File: config.mk
export PLATFORM = sky130hd
export DESIGN_NAME = seg_scan_mux
export DESIGN_NICKNAME = d
export VERILOG_FILES = /design/src/rtl/seg_pkg.sv /design/src/rtl/seg_tick_gen.sv /design/src/rtl/seg_scan_mux.sv
export SDC_FILE = /design/constraint.sdc
export NUM_CORES = 1
export LEC_CHECK = 0
export CAP_MARGIN = 10
export CELL_PAD_IN_SITES_DETAIL_PLACEMENT = 1
export CELL_PAD_IN_SITES_GLOBAL_PLACEMENT = 2
export CORE_MARGIN = 2
export CORE_UTILIZATION = 37
export CTS_CLUSTER_SIZE = 25
export DETAILED_ROUTE_END_ITERATION = 8
export PLACE_DENSITY = 0.88
export SLEW_MARGIN = 10
export SYNTH_ARGS = -nofsm -noshare
export SYNTH_HDL_FRONTEND = slang
export SYNTH_HIERARCHICAL = 1
export SYNTH_SLANG_ARGS = --single-unit
File: constraint.sdc
create_clock -name clk -period 2.8 [get_ports clk]
set_input_delay 0.42 -clock clk [delete_from_list [all_inputs] [get_ports clk]]
set_output_delay 0.42 -clock clk [all_outputs]
set_load 0.005 [all_outputs]
File: src/rtl/seg_pkg.sv
// Shared definitions for the seven-segment scan multiplexer and its decoder.
package seg_pkg;

  localparam int         NUM_DIGITS = 4;
  localparam logic [3:0] DIGITS_OFF = 4'b1111;

  typedef enum logic [0:0] {
    ST_DRIVE = 1'b0,
    ST_DEAD  = 1'b1
  } scan_state_e;

  // Nibble k of a four-digit BCD word (k=3 is the most significant digit).
  function automatic logic [3:0] nibble_of(input logic [15:0] word, input logic [1:0] k);
    logic [15:0] shifted;
    shifted = word >> {k, 2'b00};
    return shifted[3:0];
  endfunction

  // True when digit k is a leading zero: k>0 and nibbles k..3 are all zero.
  function automatic logic lz_blank(input logic [15:0] word, input logic [1:0] k);
    logic [15:0] shifted;
    shifted = word >> {k, 2'b00};
    return (k != 2'd0) && (shifted == 16'd0);
  endfunction

  // Active-low enable pattern with only digit k driven.
  function automatic logic [3:0] digit_onehot_n(input logic [1:0] k);
    return ~(4'b0001 << k);
  endfunction

endpackage

File: src/rtl/seg_tick_gen.sv
// Terminal-count prescaler: while enabled, emits a one-cycle tick every DIV
// clocks and returns to zero; holds its count while disabled.
module seg_tick_gen
  import seg_pkg::*;
#(
  parameter int DIV = 50000
) (
  input  logic clk,
  input  logic rst_n,
  input  logic en,
  output logic tick
);

  localparam int         W    = $clog2(DIV);
  localparam logic [W-1:0] LAST = W'(DIV - 1);

  logic [W-1:0] cnt;

  assign tick = en && (cnt == LAST);

  // Count enabled cycles, wrapping to zero on terminal count.
  always_ff @(posedge clk or negedge rst_n) begin
    if (!rst_n) begin
      cnt <= '0;
    end else if (tick) begin
      cnt <= '0;
    end else if (en) begin
      cnt <= cnt + W'(1);
    end else begin
      cnt <= cnt;
    end
  end

endmodule

File: src/rtl/seg_scan_mux.sv
// Four-digit multiplexed display scanner. Each digit gets a drive window of
// REFRESH_DIV clocks followed by DEAD_CYCLES dark clocks. New values are staged
// in a shadow register and only shown from the next frame boundary on, so a
// frame never mixes two values. bcd_o is reloaded one dark cycle ahead of each
// window so it never moves under a lit digit.
module seg_scan_mux
  import seg_pkg::*;
#(
  parameter int REFRESH_DIV = 50000,
  parameter int DEAD_CYCLES = 16
) (
  input  logic        clk,
  input  logic        rst_n,
  input  logic [15:0] value_i,
  input  logic        load_i,
  input  logic        lzs_i,
  output logic [3:0]  bcd_o,
  output logic [3:0]  digit_n_o,
  output logic        frame_o
);

  localparam logic [7:0] DEAD_LAST = 8'(DEAD_CYCLES - 1);
  localparam logic [7:0] DEAD_PRE  = 8'(DEAD_CYCLES - 2);

  scan_state_e state, state_next;
  logic [1:0]  idx, idx_up, idx_next;
  logic        first_window;
  logic [7:0]  dead_cnt;
  logic [15:0] shadow, shadow_next, display, display_next, preload_disp;
  logic        tick, dead_done, wrap, preload;
  logic [3:0]  bcd_d, digit_n_d;
  logic        frame_d;

  seg_tick_gen #(.DIV(REFRESH_DIV)) u_tick (
    .clk  (clk),
    .rst_n(rst_n),
    .en   (state == ST_DRIVE),
    .tick (tick)
  );

  // The first dark gap after reset leads into digit 0 rather than advancing.
  assign dead_done    = (state == ST_DEAD) && (dead_cnt == DEAD_LAST);
  assign idx_up       = first_window ? 2'd0 : idx + 2'd1;
  assign idx_next     = dead_done ? idx_up : idx;
  assign wrap         = dead_done && !first_window && (idx == 2'd3);
  assign shadow_next  = load_i ? value_i : shadow;
  assign display_next = wrap ? shadow : display;
  // Edge entering the last dark cycle before a window: time to preload bcd_o.
  assign preload      = (DEAD_CYCLES == 1) ? ((state == ST_DRIVE) && tick)
                                           : ((state == ST_DEAD) && (dead_cnt == DEAD_PRE));
  // On the way into a frame boundary, display will take the shadow as it
  // stands after this edge; any load on the boundary cycle itself is deferred.
  assign preload_disp = (!first_window && (idx == 2'd3)) ? shadow_next : display;

  // FSM state register plus scan index, dead counter and value registers.
  always_ff @(posedge clk or negedge rst_n) begin
    if (!rst_n) begin
      state        <= ST_DEAD;
      idx          <= 2'd0;
      first_window <= 1'b1;
      dead_cnt     <= 8'd0;
      shadow       <= 16'd0;
      display      <= 16'd0;
    end else begin
      state        <= state_next;
      idx          <= idx_next;
      first_window <= dead_done ? 1'b0 : first_window;
      dead_cnt     <= (state == ST_DEAD && !dead_done) ? dead_cnt + 8'd1 : 8'd0;
      shadow       <= shadow_next;
      display      <= display_next;
    end
  end

  // FSM next-state: DRIVE until the prescaler tick, DEAD until the gap elapses.
  always_comb begin
    state_next = state;
    case (state)
      ST_DRIVE: state_next = tick ? ST_DEAD : ST_DRIVE;
      ST_DEAD:  state_next = dead_done ? ST_DRIVE : ST_DEAD;
      default:  state_next = ST_DEAD;
    endcase
  end

  // FSM outputs computed from the state being entered so registers line up.
  always_comb begin
    frame_d = wrap;
    if (preload) begin
      bcd_d = nibble_of(preload_disp, idx_up);
    end else begin
      bcd_d = bcd_o;
    end
    if ((state_next == ST_DRIVE) && !(lzs_i && lz_blank(display_next, idx_next))) begin
      digit_n_d = digit_onehot_n(idx_next);
    end else begin
      digit_n_d = DIGITS_OFF;
    end
  end

  // Output registers; reset blanks the digits immediately.
  always_ff @(posedge clk or negedge rst_n) begin
    if (!rst_n) begin
      bcd_o     <= 4'd0;
      digit_n_o <= DIGITS_OFF;
      frame_o   <= 1'b0;
    end else begin
      bcd_o     <= bcd_d;
      digit_n_o <= digit_n_d;
      frame_o   <= frame_d;
    end
  end

endmodule

# After elaboration in Yosys (flattened, before gate mapping)
# Cells that the tools add are included.
# Widths: inputs -> output; s select.
totals:
  ff_bits: 69
  mem_bits_ro: 0
  inputBits: 20
  output_inout_bits: 9
  memories: 0
  ramBits: 0
  latch_bits: 0
op_classes:
  n_mul: 0
  eq_ne: 5
  n_lt_le_gt_ge: 0
  div_mod_pow: 0
  n_bitwise: 3
  addsub: 3
  n_shift: 3
  muxes: 12
  reduce_logical: 15
ops:
  columns: ["operator", "count"]
  rows:
  - ["$mux 16", 5]
  - ["$add 16x1->16 const B", 1]
  - ["$eq 16x16->1 const B", 1]
  - ["$eq 8x4->1 const B", 2]
  - ["$logic_not 16->1", 1]
  - ["$shr 16x4->16", 1]
  - ["$shr 16x4->4", 1]
  - ["$logic_and 1x1->1", 10]
  - ["$add 8x1->8 const B", 1]
  - ["$mux 8", 1]
  - ["$mux 2", 2]
  - ["$mux 4", 1]
  - ["$not 4->4", 1]
  - ["$shl 1x2->4 const A", 1]
  - ["$logic_not 1->1", 3]
  - ["$add 2x1->2 const B", 1]
  - ["$eq 2x2->1 const B", 1]
  - ["$mux 1", 2]
  - ["$ne 2x1->1 const B", 1]
  - ["$not 1->1", 2]
  - ["$pmux 1 s2", 1]
  - ["$reduce_bool 2->1", 1]

# Logic depth before layout (Yosys ltp)
# Gate-level depths: netlist (run 1).
depth:
  ltp_word: 12
  mapped_depth: 9

# Modules after synthesis
# The synthesis (run 1) kept the hierarchy.
modules_own_cells:
  columns: ["module", "instances", "cells_per_inst", "area_per_inst_um2", "seq_area_each_um2"]
  rows:
  - ["seg_scan_mux", 1, 255, 2544.9, 1333.8]
  - ["seg_tick_gen", 1, 76, 795.8, 400.4]

# Worst setup path before layout (run 1)
# Ideal clock, no wire load.
synth_path:
  kind: "register to register"
  from: "register state"
  to: "register digit_n_o[1]"
  stages_incl_launch_ff: 9
  setup_time_ps: 96
  arrival_ps: 1911
  slack_ps: 794
  path_buffers: 2
  synth_period_minus_slack_ps: 2006
  path_cell_list: "dfstp_2 -> clkbuf_1 -> inv_1 -> clkbuf_2 -> nand4_1 -> nor4_4 -> or3_1 -> o21ai_0 -> o311ai_2"
synth_rtl:
  columns: ["item", "line_no", "rtl"]
  rows:
  - ["start: declaration", "seg_scan_mux.sv:25", "scan_state_e state, state_next;"]
  - ["start signal: assignment", "seg_scan_mux.sv:65", "state <= state_next;"]
  - ["$not 1->1", "seg_scan_mux.sv:37", ".en (state == ST_DRIVE),"]
  - ["$logic_and 1x1->1", "seg_tick_gen.sv:19", "assign tick = en && (cnt == LAST);"]
  - ["net tick", "seg_scan_mux.sv:30", "logic tick, dead_done, wrap, preload;"]
  - ["$mux 1", "seg_scan_mux.sv:78", "ST_DRIVE: state_next = tick ? ST_DEAD : ST_DRIVE;"]
  - ["$pmux 1 s2", "seg_scan_mux.sv:77", "case (state)"]
  - ["$not 1->1", "seg_scan_mux.sv:92", "if ((state_next == ST_DRIVE) && !(lzs_i && lz_blank(display_next, idx_next))) begin"]
  - ["$logic_and 1x1->1", "seg_scan_mux.sv:92", null]
  - ["$mux 4", "seg_scan_mux.sv:92", null]
  - ["net digit_n_d[1]", "seg_scan_mux.sv:31", "logic [3:0] bcd_d, digit_n_d;"]
  - ["end signal: assignment", "seg_scan_mux.sv:107", "digit_n_o <= digit_n_d;"]
  - ["end: declaration", "seg_scan_mux.sv:18", "output logic [3:0] digit_n_o,"]
# The timed path passes the listed nets, and every way through them passes these cells.
# A chain may end at the register's enable or synchronous reset.

# Final worst setup path (run 1)
layout_path:
  from: "register dead_cnt[1]"
  to: "register display[13]"
layout_between:
  elab_chain_cells: 5
layout_lines:
  columns: ["item", "line_no", "rtl"]
  rows:
  - ["start: declaration", "seg_scan_mux.sv:28", "logic [7:0] dead_cnt;"]
  - ["start signal: assignment", "seg_scan_mux.sv:68", "dead_cnt <= (state == ST_DEAD && !dead_done) ? dead_cnt + 8'd1 : 8'd0;"]
  - ["$eq 8x4->1", "seg_scan_mux.sv:42", "assign dead_done = (state == ST_DEAD) && (dead_cnt == DEAD_LAST);"]
  - ["$logic_and 1x1->1", "seg_scan_mux.sv:42", null]
  - ["$logic_and 1x1->1 (2 in series)", "seg_scan_mux.sv:45", "assign wrap = dead_done && !first_window && (idx == 2'd3);"]
  - ["$mux 16", "seg_scan_mux.sv:47", "assign display_next = wrap ? shadow : display;"]
  - ["net display_next[13]", "seg_scan_mux.sv:29", "logic [15:0] shadow, shadow_next, display, display_next, preload_disp;"]
  - ["end signal: assignment", "seg_scan_mux.sv:70", "display <= display_next;"]
  - ["end: declaration", "seg_scan_mux.sv:29", null]
# The timed path passes the listed nets, and every way through them passes these cells.

==> results.ini, run 1 <==
[clocking]
ctsHtreeMaxLevel=3
clk_pin_slew_worst_paths_ns=0.07
worst_skew_pair.late_latency_ns=0.34
post-cts-setup-buffers=0
clkSinkCount=69
tritoncts_buffer_count=9
tritoncts=done
cts.repair.resized=0
cts-root-buf=sky130_fd_sc_hd__clkbuf_8
ctsLongestPathBuffers=2
cts_hold_buf=0

[timing]
finalHoldViolCount=0
remaining_max_slew_budget_at_the_tightest_pin_pct=48.8
setup_repair_after_global_routing_missed_its_margin=false
finalCritPeriodShare_pct=79.0
setup-tns-final_ns=0
clock.fmax_ghz=0.452
count_of_pins_over_their_slew_limit=0
finalSetupViolCount=0
fin_ws_ns=0.588
fin_worst_skew_ns=0.00974
worstMarginPinSlew_ns=0.768
final.min_clock_period_ns=2.21

[synth]
synth.top_cells.by_count=sky130_fd_sc_hd__nand2_1, sky130_fd_sc_hd__dfrtp_1, sky130_fd_sc_hd__nor2_1, sky130_fd_sc_hd__mux2_2, sky130_fd_sc_hd__o21ai_0
asyncSetResetFlopFracSynth_pct=100
postSynthAreaPerCell_um2=10.1
post_synthesis_instance_area_um2=3340
synthSimpleGateAreaFrac_pct=21.7
synthDistinctLibCells=45
yosys_register_bits=69
synth.mux.area_fraction_pct=10.0
synth_xor_xnor_area_share_pct=4.72
yosys-top-cells-area=sky130_fd_sc_hd__dfrtp_1, sky130_fd_sc_hd__nand2_1, sky130_fd_sc_hd__mux2_2, sky130_fd_sc_hd__dfstp_2, sky130_fd_sc_hd__nor2_1
synth_adder_area_share_pct=1.50
synth-seq-area-share_pct=51.9
mappedNetlistNets=355
main_combinational_cell_family_by_area_after_synthesis=simple AND/OR/NAND/NOR gates
synthDominantCellAreaShare_pct=47.2
synth_enable_flop_cells=0
dominant_cell_by_count_in_the_synthesized_netlist=sky130_fd_sc_hd__nand2_1
synth-compound-area-share_pct=7.04
ys_dominant_reg_cell=sky130_fd_sc_hd__dfrtp_1
synth_area_leader_cell=sky130_fd_sc_hd__dfrtp_1
yosysWarningCount=6
synthCells=331

[setup_path]
worstPathCellList=ha_1 > and3_1 > nand4_2 > buf_4 > inv_2 > o21ai_0
worstSetupEndpointType=flip-flop
crit_path_max_incr_delay_ns=0.41
criticalPathCategory=reg2reg
critPathLaunchType=flip-flop
critical_path.slowest_cell=sky130_fd_sc_hd__dfrtp_1
critical_path_arrival_ns=2.41
cp_max_fo=18
cp.required_ns=3.00

[global_routing]
globalRoute.totalOverflow=0
grtUsageTotal_pct=17.3
number_of_antenna_violations_at_the_first_check_in_global_routing=0
wire_length_of_the_first_global_routing_pass_mm=13.5
grt_max_degree=38
via_count_of_the_first_global_routing_pass=2699

[placed_design]
pre_cts_slack_ns=0.494
gp_congestion=0.776
place_hpwl_mm=5.54
port_buffers=28
dp.cells=460

[detailed_routing]
detailedRoute.firstIterationViolations=60
wl_per_cell_um=16.3
finalWirelength_mm=7.73
wl_met3_um=195
final_antenna_net_count=0
met1_length_mm=3.62
firstDrtPassIters=4
dr_total_vias=2481
vias_per_cell=5.22
routed-wl-met2_mm=3.79
highest_layer=met4
number_of_drc_violations_after_detailed_routing=0

[cells_and_area]
area_of_combinational_cells_with_multiple_inputs_um2=1500
layout_net_count=387
synth_to_layout_area_growth_pct=16.8
nFillCells=975
num_antenna_cells=0
sequential_cell_area_um2=1730
instances_no_fill=475
drive_gt1_share_pct=14.4
post-route-util_pct=44.7

[floorplan]
floorplan.core_area_um2=8720
start_util_pct=38.3
io_pins=29
die_width_um=99.0
die_area_um2=9800
floorplan.rows=34
fp.dieH_um=99.0

[flow_run]
max_cap_violations=0

[power_and_ir_drop]
totalPowerFinal_uw=1830
power_per_standard_cell_area_nw_per_um2=469
vdd.ir_drop.worst_mv=0.216
leakage_uw=0.00170

[hold_path]
holdCritPathClass=in2async

[run_status]
status=finished, final reports clean

## state kept, by name, summed over array words and instances, names as in the netlist
register,cells
first_window,1
idx,2
shadow,16
bcd_o,4
digit_n_o,4
frame_o,1
dead_cnt,8
display,16
u_tick/cnt,16
state,1
## critical path: cells and delay by family, from the launching register on
kind                       cells  cell delay (ns)
adders and majority gates      1             0.20
buffers and inverters          2             0.61
DFF                            1             0.41
and+or+nand+nor                2             0.69
AOI/OAI and AO/OA              1             0.14
## through the flow
step | hold WS, ns | area (µm²)
6_report | 0.153 | 3900
3_5_place_dp | 0.457 | 3740
4_1_cts | 0.193 | 3900
2_1_floorplan | 0.124 | 3340
5_1_grt | 0.214 | 3900
3_3_place_gp | 0.447 | 3740
## path summary, 6_finish.rpt
kind                                  startpoint                        end  slack, ns  depth (start not counted)
min in group clk             shadow[3]$_DFF_PN0_       display[3]$_DFF_PN0_       0.47                          2
max in group asynchronous                  rst_n       display[7]$_DFF_PN0_       1.97                          2
setup / recovery           dead_cnt[1]$_DFF_PN0_      display[13]$_DFF_PN0_       0.59                          6
hold / removal                             rst_n  u_tick/cnt[3]$_DFFE_PN0P_       0.15                          1
hold reg to reg              shadow[3]$_DFF_PN0_       display[3]$_DFF_PN0_       0.47                          2
setup reg to reg           dead_cnt[1]$_DFF_PN0_      display[13]$_DFF_PN0_       0.59                          6
## cell usage in the layout (no fill, tap or decap), types with 4 or more instances in the layout
cell type and n:
sky130_fd_sc_hd__nand2_1 67, sky130_fd_sc_hd__dfrtp_1 63, sky130_fd_sc_hd__nor2_1 40, sky130_fd_sc_hd__clkdlybuf4s50_1 27, sky130_fd_sc_hd__mux2_2 17, sky130_fd_sc_hd__o21ai_0 16
sky130_fd_sc_hd__nand3_1 10, sky130_fd_sc_hd__xnor2_1 10, sky130_fd_sc_hd__clkbuf_8 10, sky130_fd_sc_hd__inv_1 9, sky130_fd_sc_hd__xor2_1 8, sky130_fd_sc_hd__nor3_1 7
sky130_fd_sc_hd__a21oi_1 7, sky130_fd_sc_hd__dfstp_2 6, sky130_fd_sc_hd__a31oi_1 5, sky130_fd_sc_hd__o22ai_1 5, sky130_fd_sc_hd__mux2i_1 5, sky130_fd_sc_hd__buf_4 5
sky130_fd_sc_hd__nand4_1 5, sky130_fd_sc_hd__ha_1 4
## cell type report
class	count	share of cell area, %
clock inverter	2	0.257
multi-input combinational	239	38.5
timing repair buffer	34	8.53
inverter	10	0.962
tap	108	3.46
sequential	69	44.5
clock buffer	13	3.82
## logic make-up (layout without fill, tap and decap cells)
logic type	Yosys count	in the layout
XOR/XNOR	18	18
AND/OR/NAND/NOR	152	152
AO/OA/AOI/OAI	39	39
adder cells (fa/ha/maj)	4	4
multiplexers	26	26
buffers and inverters	23	59
flip-flops	69	69
## power by group
part           leakage, µW  total (µW)  internal (µW)  switching (µW)
Sequential        0.000871        1040           1020            20.0
Clock            0.0000833         687            339             348
Combinational     0.000741         102           57.7            44.1
Total              0.00170        1830           1420             412
## per-layer routing
metal / vias to the layer above / global-route usage [%]
met4: 0 / 5.06
met1: 1236 / 22.8
met3: 10 / 3.83
met2: 31 / 28.5
li1: 1204 / -
met5: - / 0
Power figures use the tool's default switching activity.
==> inputs of run 2 (changes only) <==
- clock period: 2.8 -> 2.1 ns (I/O delays scaled with it)
==> run 2 against run 1 <==
Net effect: utilization increased by 2.0 points; flip-flop and latch count did not move; first-iteration DRC count is the same; fmax increased by 15%; worst setup slack got worse by 0.40 ns; via count rose by 1.8%; total power is 40% higher; sequential share of layout area shrank 1.9 points; largest cell class unchanged; highest routed layer unchanged.
==> results.ini, run 2 (synthesis results as in run 1) <==
[placed_design]
place_hpwl_mm=5.50
gp_congestion=0.781
dp.cells=477
port_buffers=28
pre_cts_slack_ns=0.00173
post_place_instance_area_um2=3870

[timing]
setup_repair_after_global_routing_missed_its_margin=false
finalCritPeriodShare_pct=91.2
setup-tns-final_ns=0
worstMarginPinSlew_ns=0.597
clock.fmax_ghz=0.522
remaining_max_slew_budget_at_the_tightest_pin_pct=60.1
count_of_pins_over_their_slew_limit=0
fin_worst_skew_ns=0.0143
finalSetupViolCount=0
finalHoldViolCount=0
fin_ws_ns=0.184
final.min_clock_period_ns=1.92
holdWs_ns=0.473

[floorplan]
die_width_um=99.0
io_pins=29
start_util_pct=38.3
fp.dieH_um=99.0
floorplan.rows=34
floorplan.core_area_um2=8720
die_area_um2=9800

[hold_path]
holdPathStages=2
worst_hold_path_ep=display[1]$_DFF_PN0_
worstHoldStart=shadow[1]$_DFF_PN0_
holdCritPathClass=reg2reg

[cells_and_area]
drive_gt1_share_pct=18.9
layout.cells.most_common=sky130_fd_sc_hd__nand2_1
sequential_cell_area_um2=1730
synth_to_layout_area_growth_pct=22.0
num_antenna_cells=0
final_cell_area_um2=4080
layout_net_count=405
most-common-layout-cells=sky130_fd_sc_hd__nand2_1, sky130_fd_sc_hd__dfrtp_1, sky130_fd_sc_hd__nor2_1, sky130_fd_sc_hd__clkdlybuf4s50_1, sky130_fd_sc_hd__buf_4
area_of_combinational_cells_with_multiple_inputs_um2=1510
largestRegisters=display x16, shadow x16, u_tick/cnt x16
instances_no_fill=494
nFillCells=982

[run_status]
status=finished, final reports clean

[clocking]
ctsHtreeMaxLevel=3
cts-root-buf=sky130_fd_sc_hd__clkbuf_8
clk_pin_slew_worst_paths_ns=0.07
tritoncts_buffer_count=9
tritoncts=done
clkSinkCount=69
worst_skew_pair.late_latency_ns=0.35
ctsLongestPathBuffers=2

[global_routing]
grt_max_degree=70
wire_length_of_the_first_global_routing_pass_mm=13.6
number_of_antenna_violations_at_the_first_check_in_global_routing=0
globalRoute.totalOverflow=0
grtUsageTotal_pct=17.6
via_count_of_the_first_global_routing_pass=2783

[setup_path]
cp_max_fo=6
criticalPathCategory=reg2reg
critical_path_arrival_ns=2.15
r2r.worst_path.cells=5
regToRegEndpoint=u_tick/cnt[9]$_DFFE_PN0P_
setup.reg_to_reg.worst_slack_ns=0.18
critPathLaunchType=flip-flop
cp.required_ns=2.33
worstSetupEndpointType=flip-flop
worstReg2RegStart=u_tick/cnt[5]$_DFFE_PN0P_

[power_and_ir_drop]
power_per_standard_cell_area_nw_per_um2=630
leakage_uw=0.00178
vdd.ir_drop.worst_mv=0.396

[detailed_routing]
vias_per_cell=5.11
number_of_drc_violations_after_detailed_routing=0
final_antenna_net_count=0
wl_per_cell_um=15.6
detailedRoute.firstIterationViolations=60
firstDrtPassIters=4
finalWirelength_mm=7.72
dr_total_vias=2525

[flow_run]
max_cap_violations=0

-- run 2: final cells by class --
class | count | share of cell area [%]
inverters | 10 | 0.921
multi-input cells | 239 | 37.2
clock buffers | 11 | 3.22
repair buffers | 52 | 11.5
flip-flops and latches | 69 | 42.6
clock inverters | 5 | 1.29
well taps | 108 | 3.32
-- run 2: through the flow --
stage          total power, µW  util [%]
2_1_floorplan             1460         -
3_3_place_gp              1550      44.4
3_5_place_dp              1550      44.4
4_1_cts                   2610      46.6
5_1_grt                   2700      46.7
6_report                  2570      46.7
-- run 2: worst max path at each step --
stage / startpoint / depth (start not counted) / end / slack [ns]
2_1_floorplan: state$_DFF_PN1_ / 8 / digit_n_o[1]$_DFF_PN1_ / 0.09
6_report: u_tick/cnt[5]$_DFFE_PN0P_ / 5 / u_tick/cnt[9]$_DFFE_PN0P_ / 0.18
5_1_grt: dead_cnt[0]$_DFF_PN0_ / 6 / digit_n_o[1]$_DFF_PN1_ / 0.04
4_1_cts: dead_cnt[4]$_DFF_PN0_ / 5 / display[13]$_DFF_PN0_ / 0.09
3_3_place_gp: lzs_i / 5 / digit_n_o[1]$_DFF_PN1_ / 0.06
3_5_place_dp: lzs_i / 5 / digit_n_o[1]$_DFF_PN1_ / 0.002
-- run 2: layer usage --
layer	wire length, µm	track usage [%]
met5	0	0
met4	129	6.64
met3	198	3.48
met2	3810	29.1
met1	3580	22.8
-- run 2: where the power goes --
| group | switching [µW] | internal, µW | total, µW | leakage [µW] |
|---|---|---|---|---|
| clock | 499 | 543 | 1040 | 0.0000931 |
| combinational | 57.0 | 79.3 | 136 | 0.000812 |
| sequential | 28.9 | 1360 | 1390 | 0.000871 |
-- run 2: repair_timing --
item / CTS / global route
setup buffers: 0 / 0
hold buffers: 1 / 0
endpoints found under the hold margin: 11 / 0
resized for setup: 0 / 2
setup endpoints to repair: 0 / 18
-- run 2: worst max-delay path, cell delays in order (launching register included) --
cell                      delay, ns
sky130_fd_sc_hd__dfrtp_1       0.42
sky130_fd_sc_hd__or4bb_1       0.56
sky130_fd_sc_hd__nor4_4        0.37
sky130_fd_sc_hd__buf_4         0.21
sky130_fd_sc_hd__o21ai_2       0.06
sky130_fd_sc_hd__a22o_1        0.18
==> inputs of run 3 (changes only) <==
- RECOVER_POWER: not set -> 100
==> run 3 against run 2 <==
Net effect: global-route usage did not move; critical path depth rose by 2; wire length fell by 0.18%; critical endpoint is now bcd_o[1]$_DFFE_PN0P_; hold slack did not move; register-to-register slack got worse by 0.04 ns; final cell count did not move; via count rose by 0.16%.
==> results.ini, run 3 (synthesis results as in run 1) <==
[cells_and_area]
largestRegisters=display x16, shadow x16, u_tick/cnt x16
layout.cells.most_common=sky130_fd_sc_hd__nand2_1
num_antenna_cells=0
most-common-layout-cells=sky130_fd_sc_hd__nand2_1, sky130_fd_sc_hd__dfrtp_1, sky130_fd_sc_hd__nor2_1, sky130_fd_sc_hd__o21ai_0, sky130_fd_sc_hd__clkdlybuf4s50_1
layout_net_count=405
final_cell_area_um2=4040
drive_gt1_share_pct=16.3
nFillCells=986
synth_to_layout_area_growth_pct=20.8

[placed_design]
gp_congestion=0.781
port_buffers=28
place_hpwl_mm=5.50
post_place_instance_area_um2=3870
pre_cts_slack_ns=0.00173

[clocking]
ctsHtreeMaxLevel=3
clk_pin_slew_worst_paths_ns=0.07
tritoncts_buffer_count=9
cts-root-buf=sky130_fd_sc_hd__clkbuf_8
clkSinkCount=69
ctsLongestPathBuffers=2
worst_skew_pair.late_latency_ns=0.35
tritoncts=done

[setup_path]
critical_path_buf_inv_count=2
critical_path.slowest_cell=sky130_fd_sc_hd__dlygate4sd3_1
cp.required_ns=2.33
critPathLaunchType=input port
crit_path_max_incr_delay_ns=0.63
critPathTopFamily=buffers and inverters
cp_max_fo=16
criticalPathCategory=in2reg
worstSetupEndpointType=flip-flop
worstPathCellList=dlygate4sd3_1 > clkbuf_2 > mux2_2 > nor2_1 > o22ai_1 > mux2i_1 > a21oi_1
critical_path_arrival_ns=2.18

[floorplan]
start_util_pct=38.3
floorplan.core_area_um2=8720
fp.dieH_um=99.0
io_pins=29
die_area_um2=9800
die_width_um=99.0
floorplan.rows=34

[power_and_ir_drop]
combPwrFrac_pct=5.1
swShare_pct=22.8
vdd.ir_drop.worst_mv=0.394
power_per_standard_cell_area_nw_per_um2=634
totalPowerFinal_uw=2560
leakage_uw=0.00174
p_int_uw=1980
power_frac_seq_pct=54.2
power.net_switching_uw=583
clock_power_share_pct=40.7

[timing]
finalCritPeriodShare_pct=92.9
finalHoldViolCount=0
remaining_max_slew_budget_at_the_tightest_pin_pct=34.8
fin_worst_skew_ns=0.0150
setup-tns-final_ns=0
worstMarginPinSlew_ns=0.978
count_of_pins_over_their_slew_limit=0
finalSetupViolCount=0
setup_repair_after_global_routing_missed_its_margin=false
clock.fmax_ghz=0.512
final.min_clock_period_ns=1.95
fin_ws_ns=0.148

[global_routing]
grtUsageTotal_pct=17.6
wire_length_of_the_first_global_routing_pass_mm=13.6
number_of_antenna_violations_at_the_first_check_in_global_routing=0
globalRoute.totalOverflow=0
via_count_of_the_first_global_routing_pass=2783
grt_max_degree=70

[detailed_routing]
final_antenna_net_count=0
number_of_drc_violations_after_detailed_routing=0
vias_per_cell=5.12
detailedRoute.firstIterationViolations=59
wl_per_cell_um=15.6
finalWirelength_mm=7.70
dr_total_vias=2529
firstDrtPassIters=4

[flow_run]
max_cap_violations=0

[run_status]
status=finished, final reports clean

[hold_path]
holdCritPathClass=reg2reg

## run 3: cell count changes in the layout (fill, tap and decap cells not counted), sizes merged
cell / change
dlygate4sd3: +10
clkbuf: +8
clkdlybuf4s50: -10
buf: -8
## run 3: worst register-to-register path: stages (launching register included)
cell and delay (ns):
sky130_fd_sc_hd__dfrtp_1 0.42, sky130_fd_sc_hd__or4bb_1 0.56, sky130_fd_sc_hd__nor4_4 0.37, sky130_fd_sc_hd__buf_4 0.20
sky130_fd_sc_hd__o21ai_0 0.09, sky130_fd_sc_hd__a22o_1 0.19
## run 3: worst paths after layout
check / start / to / slack, ns / cells after the start
worst min-delay path: shadow[1]$_DFF_PN0_ / display[1]$_DFF_PN0_ / 0.47 / 2
worst min register to register: shadow[1]$_DFF_PN0_ / display[1]$_DFF_PN0_ / 0.47 / 2
worst max-delay path: load_i / bcd_o[1]$_DFFE_PN0P_ / 0.15 / 7
max in group asynchronous: rst_n / display[11]$_DFF_PN0_ / 0.69 / 3
min in group asynchronous: rst_n / dead_cnt[4]$_DFF_PN0_ / 0.77 / 3
worst max register to register: u_tick/cnt[5]$_DFFE_PN0P_ / u_tick/cnt[9]$_DFFE_PN0P_ / 0.15 / 5
## run 3: metal layers
layer	up-vias	part of all wire [%]	GRT usage [%]
met3	10	2.6	3.48
met4	0	1.7	6.64
met5	-	0	0
met1	1263	46	22.8
li1	1230	-	-
met2	26	49	29.1
## run 3: power groups by stage
stage,registers [µW],clock network [µW],logic [µW]
final,1390,1040,130
after global routing,1390,1150,143
after CTS,1390,1080,140
after detailed placement,1410,0,138
after global placement,1410,0,135
after floorplan,1400,0,59.9
## run 3: repair_timing
item / in CTS / in global routing
hold buffers: 1 / 0
resized for setup: 0 / 2
endpoints found under the hold margin: 11 / 0
endpoints found under the setup margin: 0 / 18
buffers inserted: 0 / 0
## run 3: layout make-up
cell class	instances	area, µm²	share of cell area, %
flip-flops and latches	69	1730	43.0
repair buffers	52	434	10.8
well taps	108	135	3.35
multi-input cells	239	1510	37.4
clock buffers	11	131	3.26
clock inverters	5	52.6	1.30
inverters	10	37.5	0.930
## run 3: per-stage QoR
stage               hold WS, ns  std cells  util (%)
CTS                       0.477        494      46.6
detailed placement        0.378        477      44.4
floorplan                0.0194        331         -
global placement          0.374        477      44.4
global route              0.506        494      46.3
finish                    0.473        494      46.3
